`src/rtl/if_fetch_unit.sv`:
```
// rtl/if_fetch_unit.sv - MIPS IF stage: PC owner, one-outstanding imem fetch, stall hold, delay-slot redirect
module if_fetch_unit #(
    parameter logic [31:0] RESET_PC = 32'h0000_3000
) (
    input  logic        clk,
    input  logic        reset,
    input  logic        stop_sel,
    input  logic        redirect,
    input  logic [31:0] redirect_target,
    output logic        imem_req,
    output logic [31:0] imem_addr,
    input  logic        imem_ready,
    input  logic [31:0] imem_rdata,
    output logic [31:0] out_PC,
    output logic [31:0] out_instruction,
    output logic        out_valid
);

    localparam logic [1:0] ST_REQ  = 2'b00;
    localparam logic [1:0] ST_WAIT = 2'b01;
    localparam logic [1:0] ST_HOLD = 2'b10;

    logic [1:0]  state_q, state_d;
    logic [31:0] pc_q, pc_d;
    logic [31:0] inst_buf_q, inst_buf_d;
    logic        redir_pend_q, redir_pend_d;
    logic [31:0] redir_tgt_q, redir_tgt_d;

    logic        handoff;
    logic        redir_taken;
    logic [31:0] tgt_aligned;

    assign tgt_aligned = redirect_target & 32'hFFFF_FFFC;

    always_comb begin
        imem_req        = (state_q == ST_REQ);
        imem_addr       = pc_q;
        out_PC          = pc_q;
        out_valid       = 1'b0;
        out_instruction = 32'h0;
        if (state_q == ST_WAIT && imem_ready) begin
            out_valid       = 1'b1;
            out_instruction = imem_rdata;
        end else if (state_q == ST_HOLD) begin
            out_valid       = 1'b1;
            out_instruction = inst_buf_q;
        end
    end

    // A redirect seen while stalled is dropped; ID re-presents it once the stall clears.
    assign handoff     = out_valid && !stop_sel;
    assign redir_taken = redirect && !stop_sel;

    always_comb begin
        state_d      = state_q;
        pc_d         = pc_q;
        inst_buf_d   = inst_buf_q;
        redir_pend_d = redir_pend_q;
        redir_tgt_d  = redir_tgt_q;

        case (state_q)
            ST_REQ:  state_d = ST_WAIT;
            ST_WAIT: begin
                if (imem_ready) begin
                    if (stop_sel) begin
                        inst_buf_d = imem_rdata;
                        state_d    = ST_HOLD;
                    end else begin
                        state_d = ST_REQ;
                    end
                end
            end
            ST_HOLD: begin
                if (!stop_sel) state_d = ST_REQ;
            end
            default: state_d = ST_REQ;
        endcase

        // The instruction at handoff is the delay slot; only the PC after it is redirected.
        if (handoff) begin
            if (redirect)          pc_d = tgt_aligned;
            else if (redir_pend_q) pc_d = redir_tgt_q;
            else                   pc_d = pc_q + 32'd4;
            redir_pend_d = 1'b0;
        end else if (redir_taken) begin
            redir_pend_d = 1'b1;
            redir_tgt_d  = tgt_aligned;
        end
    end

    always_ff @(posedge clk) begin
        if (reset) begin
            state_q      <= ST_REQ;
            pc_q         <= RESET_PC;
            inst_buf_q   <= 32'h0;
            redir_pend_q <= 1'b0;
            redir_tgt_q  <= 32'h0;
        end else begin
            state_q      <= state_d;
            pc_q         <= pc_d;
            inst_buf_q   <= inst_buf_d;
            redir_pend_q <= redir_pend_d;
            redir_tgt_q  <= redir_tgt_d;
        end
    end

endmodule

```
`config.mk`:
```
export PLATFORM = sky130hd
export DESIGN_NAME = if_fetch_unit
export DESIGN_NICKNAME = d
export VERILOG_FILES = /design/src/rtl/if_fetch_unit.sv
export SDC_FILE = /design/constraint.sdc
export NUM_CORES = 1
export LEC_CHECK = 0
export BUFFER_PORTS_ARGS = -buffer_cell sky130_fd_sc_hd__buf_4
export CORE_MARGIN = 1
export CORE_UTILIZATION = 46
export CTS_BUF_LIST = sky130_fd_sc_hd__clkbuf_16
export CTS_CLUSTER_DIAMETER = 100
export DETAILED_ROUTE_END_ITERATION = 10
export GPL_TIMING_DRIVEN = 0
export PLACE_DENSITY = 0.86
export SLEW_MARGIN = 20
export SYNTH_ARGS = -nofsm -noshare
export SYNTH_HDL_FRONTEND = slang
export SYNTH_SLANG_ARGS = --single-unit
```
`constraint.sdc`:
```
create_clock -name clk -period 1.85 [get_ports clk]
set_clock_uncertainty 0.1 [all_clocks]
set_input_delay 0.185 -clock clk [delete_from_list [all_inputs] [get_ports clk]]
set_output_delay 0.185 -clock clk [all_outputs]
set_load 0.02 [all_outputs]
```
# Word-level counts from Yosys, hierarchy flattened
# Index checks and enable logic that the tools add are counted.
# word_totals
reg_bits,97
inputBits,69
out_inout_bits,98
word_cells,30
# op_classes
n_addsub,1
eq_ne,4
mux,10
n_bitwise,1
n_reduce_logical,9
# op_table
cell,n
2-to-1 mux 32 bit,4
"adder 32 x 3 -> 32 bit, second input constant",1
2-to-1 mux 2 bit,3
one-hot mux 2 bit (3 select lines),1
"inequality test 2 bit, second input constant",2
AND reduction 2 bit,2
logical AND 1 bit,3
AND reduction 3 bit,1
"equality test 2 x 1 -> 1 bit, second input constant",1
"equality test 2 bit, second input constant",1
zero test 2 bit,1
2-to-1 mux 1 bit,2
OR reduction 2 bit,1
zero test 1 bit,1
NOT 1 bit,1

# Longest topological paths before layout
# logic_depth
depth_word,6
depth_mapped,8
depth_no_buf,6

# Least setup slack after synthesis
# OpenSTA, ideal clock, no wires.
# synth_timing
path_kind,register to register
start,register pc_q[2] (netlist: imem_addr[2])
end,register pc_q[28] (netlist: imem_addr[28])
setup_time_ps,103
arrival_ps,1999
t_required_ps,1647
path_slack_ps,-353
path_stages_with_launch,7
path_buffers,0
synth_period_minus_slack_ps,2203
cell_sequence,dfxtp_1 > ha_1 > nand2_1 > nor4_2 > nand4_1 > xor2_1 > a2111oi_2
# synth_via
elab_chain_cells,3
# synth_lines
element,line_no,source
"start, declared",24,"logic [31:0] pc_q, pc_d;"
"start signal, assigned",100,pc_q <= pc_d;
adder 32 x 3 -> 32 bit,83,else pc_d = pc_q + 32'd4;
2-to-1 mux 32 bit,82,else if (redir_pend_q) pc_d = redir_tgt_q;
2-to-1 mux 32 bit,81,if (redirect) pc_d = tgt_aligned;
# No other way between the ends.
# A chain may end at the register's enable or synchronous reset.

# Final worst setup path
# layout_timing
start,register state_q[1]
end,output out_instruction[23]
# layout_via
elab_chain_cells,3
elab_cells_between_ends,5
classes_between,eq/ne (2); mux (2); reduce/logical (1)
# layout_lines
element,line_no,source
"start, declared",23,"logic [1:0] state_q, state_d;"
"start signal, assigned",99,state_q <= state_d;
equality test 2 bit / equality test 2 x 1 -> 1 bit (equally long branches),"44, 41",
2-to-1 mux 32 bit / logical AND 1 bit (equally long branches),"44, 41",
2-to-1 mux 32 bit (*),41,if (state_q == ST_WAIT && imem_ready) begin
"end, declared",15,"output logic [31:0] out_instruction,"
# Mark *: on every way between the ends. The rest lies on a longest branch, timed or not.

==> results.json <==
{
  "wl_um": 18600,
  "grtUsageTotal": 0.308,
  "slew_headroom": 0.471,
  "grt_first_pass_wirelength_um": 27900,
  "synth_area_um2": 5130,
  "worstHoldPathType": "in2reg",
  "final_cell_mix": "192 x buf_4, 161 x nand2_1, 95 x a21oi_1, 70 x dfxtp_1, 35 x buf_6",
  "startpoint_type": "flop",
  "synth_seq_cells": 95,
  "cp.required_ns": 1.56,
  "finalCriticalPeriod_ns": 1.92,
  "hold_viol": 0,
  "rsz0062_at_grt": "true",
  "leakage_nw": 3.30,
  "synth_edf_count": 0,
  "cpLargestDelayFamily": "buffers and inverters",
  "wl_per_cell_um": 17.8,
  "regArea_um2": 1970,
  "fillers": 821,
  "drive_gt1_frac": 0.371,
  "grt_max_degree": 16,
  "ant_nets": 0,
  "netlist_instances": 678,
  "fin_crit_sh": 1.04,
  "crit_top_cell": "clkbuf_16",
  "placeableCoreArea_um2": 10800,
  "violations": "setup timing",
  "ys_seq_area_frac": 0.371,
  "fin_util": 0.716,
  "tightest_slew_ns": 0.793,
  "critPathBufInv": 3,
  "cts_buffers": 9,
  "clk_pin_slew_ns": 0.07,
  "clockBufferDepth": 2,
  "path_max_fanout": 10,
  "critPathKind": "reg2out",
  "nets": 971,
  "outcome": "finished, violations left",
  "cp_slowest_stage_delay_ns": 0.34,
  "crit_slowest_cell": "dfxtp_2",
  "vias_per_cell": 5.85,
  "io_pins": 167,
  "place_hpwl_um": 11800,
  "gr-total-overflow": 0,
  "fmax_mhz": 522,
  "num_rows": 38,
  "yosys_most_used_dff": "dfxtp_1",
  "initial_core_util": 0.473,
  "clk_latency_ns": 0.34,
  "areaGrowthSynthToFinish_pct": 51.4,
  "clock_tree.root_cell": "clkbuf_16",
  "setup_ws_ns": -0.0664,
  "portBuffers": 158,
  "crit_path_end_kind": "primary output",
  "cp_num_cells": 5,
  "synthDistinctLibCells": 61,
  "layout_commonest_cell": "buf_4",
  "async_flop_share": 0,
  "multi_input_area_um2": 2900,
  "reg2reg_depth": 5,
  "final-setup-viol-count": 25,
  "grt_pass1_vias": 5636,
  "antenna_found_initial": 0,
  "syn_avg_cell_area_um2": 7.57,
  "initialDrtViolationCount": 564,
  "cts_tree": "built",
  "r2r_slack_ns": -0.04,
  "vias": 6114,
  "power_density_nw_per_um2": 668,
  "ir_drop_mv": 0.532,
  "maxCapViolations": 0,
  "drt-pass1-iter-count": 6,
  "gp_congestion": 0.967,
  "die-height_um": 108,
  "crit_chain": "and3b_2 > clkbuf_16 > clkbuf_16 > a22o_1 > buf_6",
  "cts.sinks": 95,
  "yosys_warnings": 0,
  "min_path_cells": 3,
  "pre_cts_ws_ns": -0.360,
  "n_antenna_cell": 0,
  "h-tree-depth": 3,
  "drcViolationCount": 0,
  "critPathArrivalTime_ns": 1.63,
  "dieArea_um2": 11600,
  "fp.dieW_um": 108,
  "drv_slew": 0
}
[state kept, by name, summed over array words and instances, names as in the netlist]
register / count
inst_buf_q: 32
state_q: 2
imem_addr: 30
redir_tgt_q: 30
redir_pend_q: 1
[layout make-up]
cell class	instances	share of cell area
inverter	10	0.00532
sequential	95	0.254
clock inverter	7	0.00838
timing repair buffer	211	0.228
multi-input combinational	489	0.373
tap	140	0.0226
clock buffer	9	0.0290
buffer	85	0.0796
[metal layers]
metal	wire length (um)	track usage
met5	0	0
met4	841	0.164
met3	2270	0.0835
met2	8740	0.514
met1	6800	0.358
[report_power, final]
group	switching, mW	leakage (nW)	internal [mW]	total, mW
Combinational	0.606	2.37	0.509	1.12
Clock	0.830	0.148	1.04	1.87
Sequential	0.0814	0.787	2.12	2.20
[Yosys cell counts (2+ instances only)]
master / n / share of area
o21ai_1: 2 / 0.0020
nand4_2: 2 / 0.0049
nor3_2: 2 / 0.0039
nor2_1: 27 / 0.020
nand4_1: 11 / 0.013
a21oi_1: 96 / 0.094
xor2_1: 6 / 0.010
nand3_1: 12 / 0.012
inv_1: 10 / 0.0073
a22o_1: 32 / 0.055
and2_1: 4 / 0.0049
a31oi_1: 3 / 0.0037
nor3_1: 6 / 0.0059
o21ai_0: 22 / 0.021
clkbuf_1: 39 / 0.029
a211oi_1: 11 / 0.016
or3_1: 3 / 0.0037
buf_4: 34 / 0.050
or4_1: 2 / 0.0029
and3_1: 8 / 0.0098
mux2i_1: 6 / 0.012
a2111oi_2: 3 / 0.0088
buf_1: 5 / 0.0037
nor4_1: 5 / 0.0061
a21o_1: 2 / 0.0029
a311oi_1: 2 / 0.0034
nand2_1: 163 / 0.12
dfxtp_1: 95 / 0.37
a221oi_1: 5 / 0.0085
o21a_1: 6 / 0.0088
xnor2_1: 4 / 0.0068
nor4_2: 2 / 0.0049
o211ai_1: 8 / 0.012
a2111oi_0: 3 / 0.0051
nand2b_1: 3 / 0.0037
buf_2: 9 / 0.0088
[stage by stage]
step / cell area [um2] / power [mW] / std cells / setup TNS [ns] / hold WS (ns)
floorplan: 5220 / 2.77 / 681 / -0.0230 / 0.185
global placement: 6580 / 3.16 / 979 / -21.86 / 0.284
detailed placement: 6580 / 3.18 / 979 / -23.61 / 0.289
CTS: 7560 / 5.10 / 1037 / -0.549 / 0.0000326
global route: 7770 / 5.34 / 1046 / -2.98 / 0.00172
finish: 7770 / 5.19 / 1046 / -0.859 / 0.00208
[cells by family (layout without fill, tap and decap cells)]
logic type               after synthesis  in the layout  share of synthesized area
other                                  1              4                   0.000731
XOR/XNOR                              10             10                     0.0171
flip-flops                            95             95                      0.371
multiplexers                           6              6                     0.0117
adder cells (fa/ha/maj)                1              1                    0.00244
AND/OR/NAND/NOR                      260            260                      0.236
AO/OA/AOI/OAI                        208            208                      0.264
buffers and inverters                 97            322                     0.0980
[worst min-delay path, stage by stage]
cell and delay (ns):
buf_4 0.11, nand2_1 0.05, a21oi_1 0.05
[repair_timing]
action,in CTS,in global routing
hold buffers,21,0
gates cloned,2,1
endpoints found under the hold margin,21,0
endpoints found under the setup margin,124,114
pin swaps,16,21
resized for setup,86,61
setup buffers,19,10
[final timing paths]
check | startpoint | to
worst min register to register | state_q[1] | state_q[0]
worst max register to register | imem_addr[9] | imem_addr[30]
worst min-delay path | imem_rdata[16] | inst_buf_q[16]
worst max-delay path | state_q[1] | out_instruction[23]
Note: power is estimated with default switching activity, not from simulation.
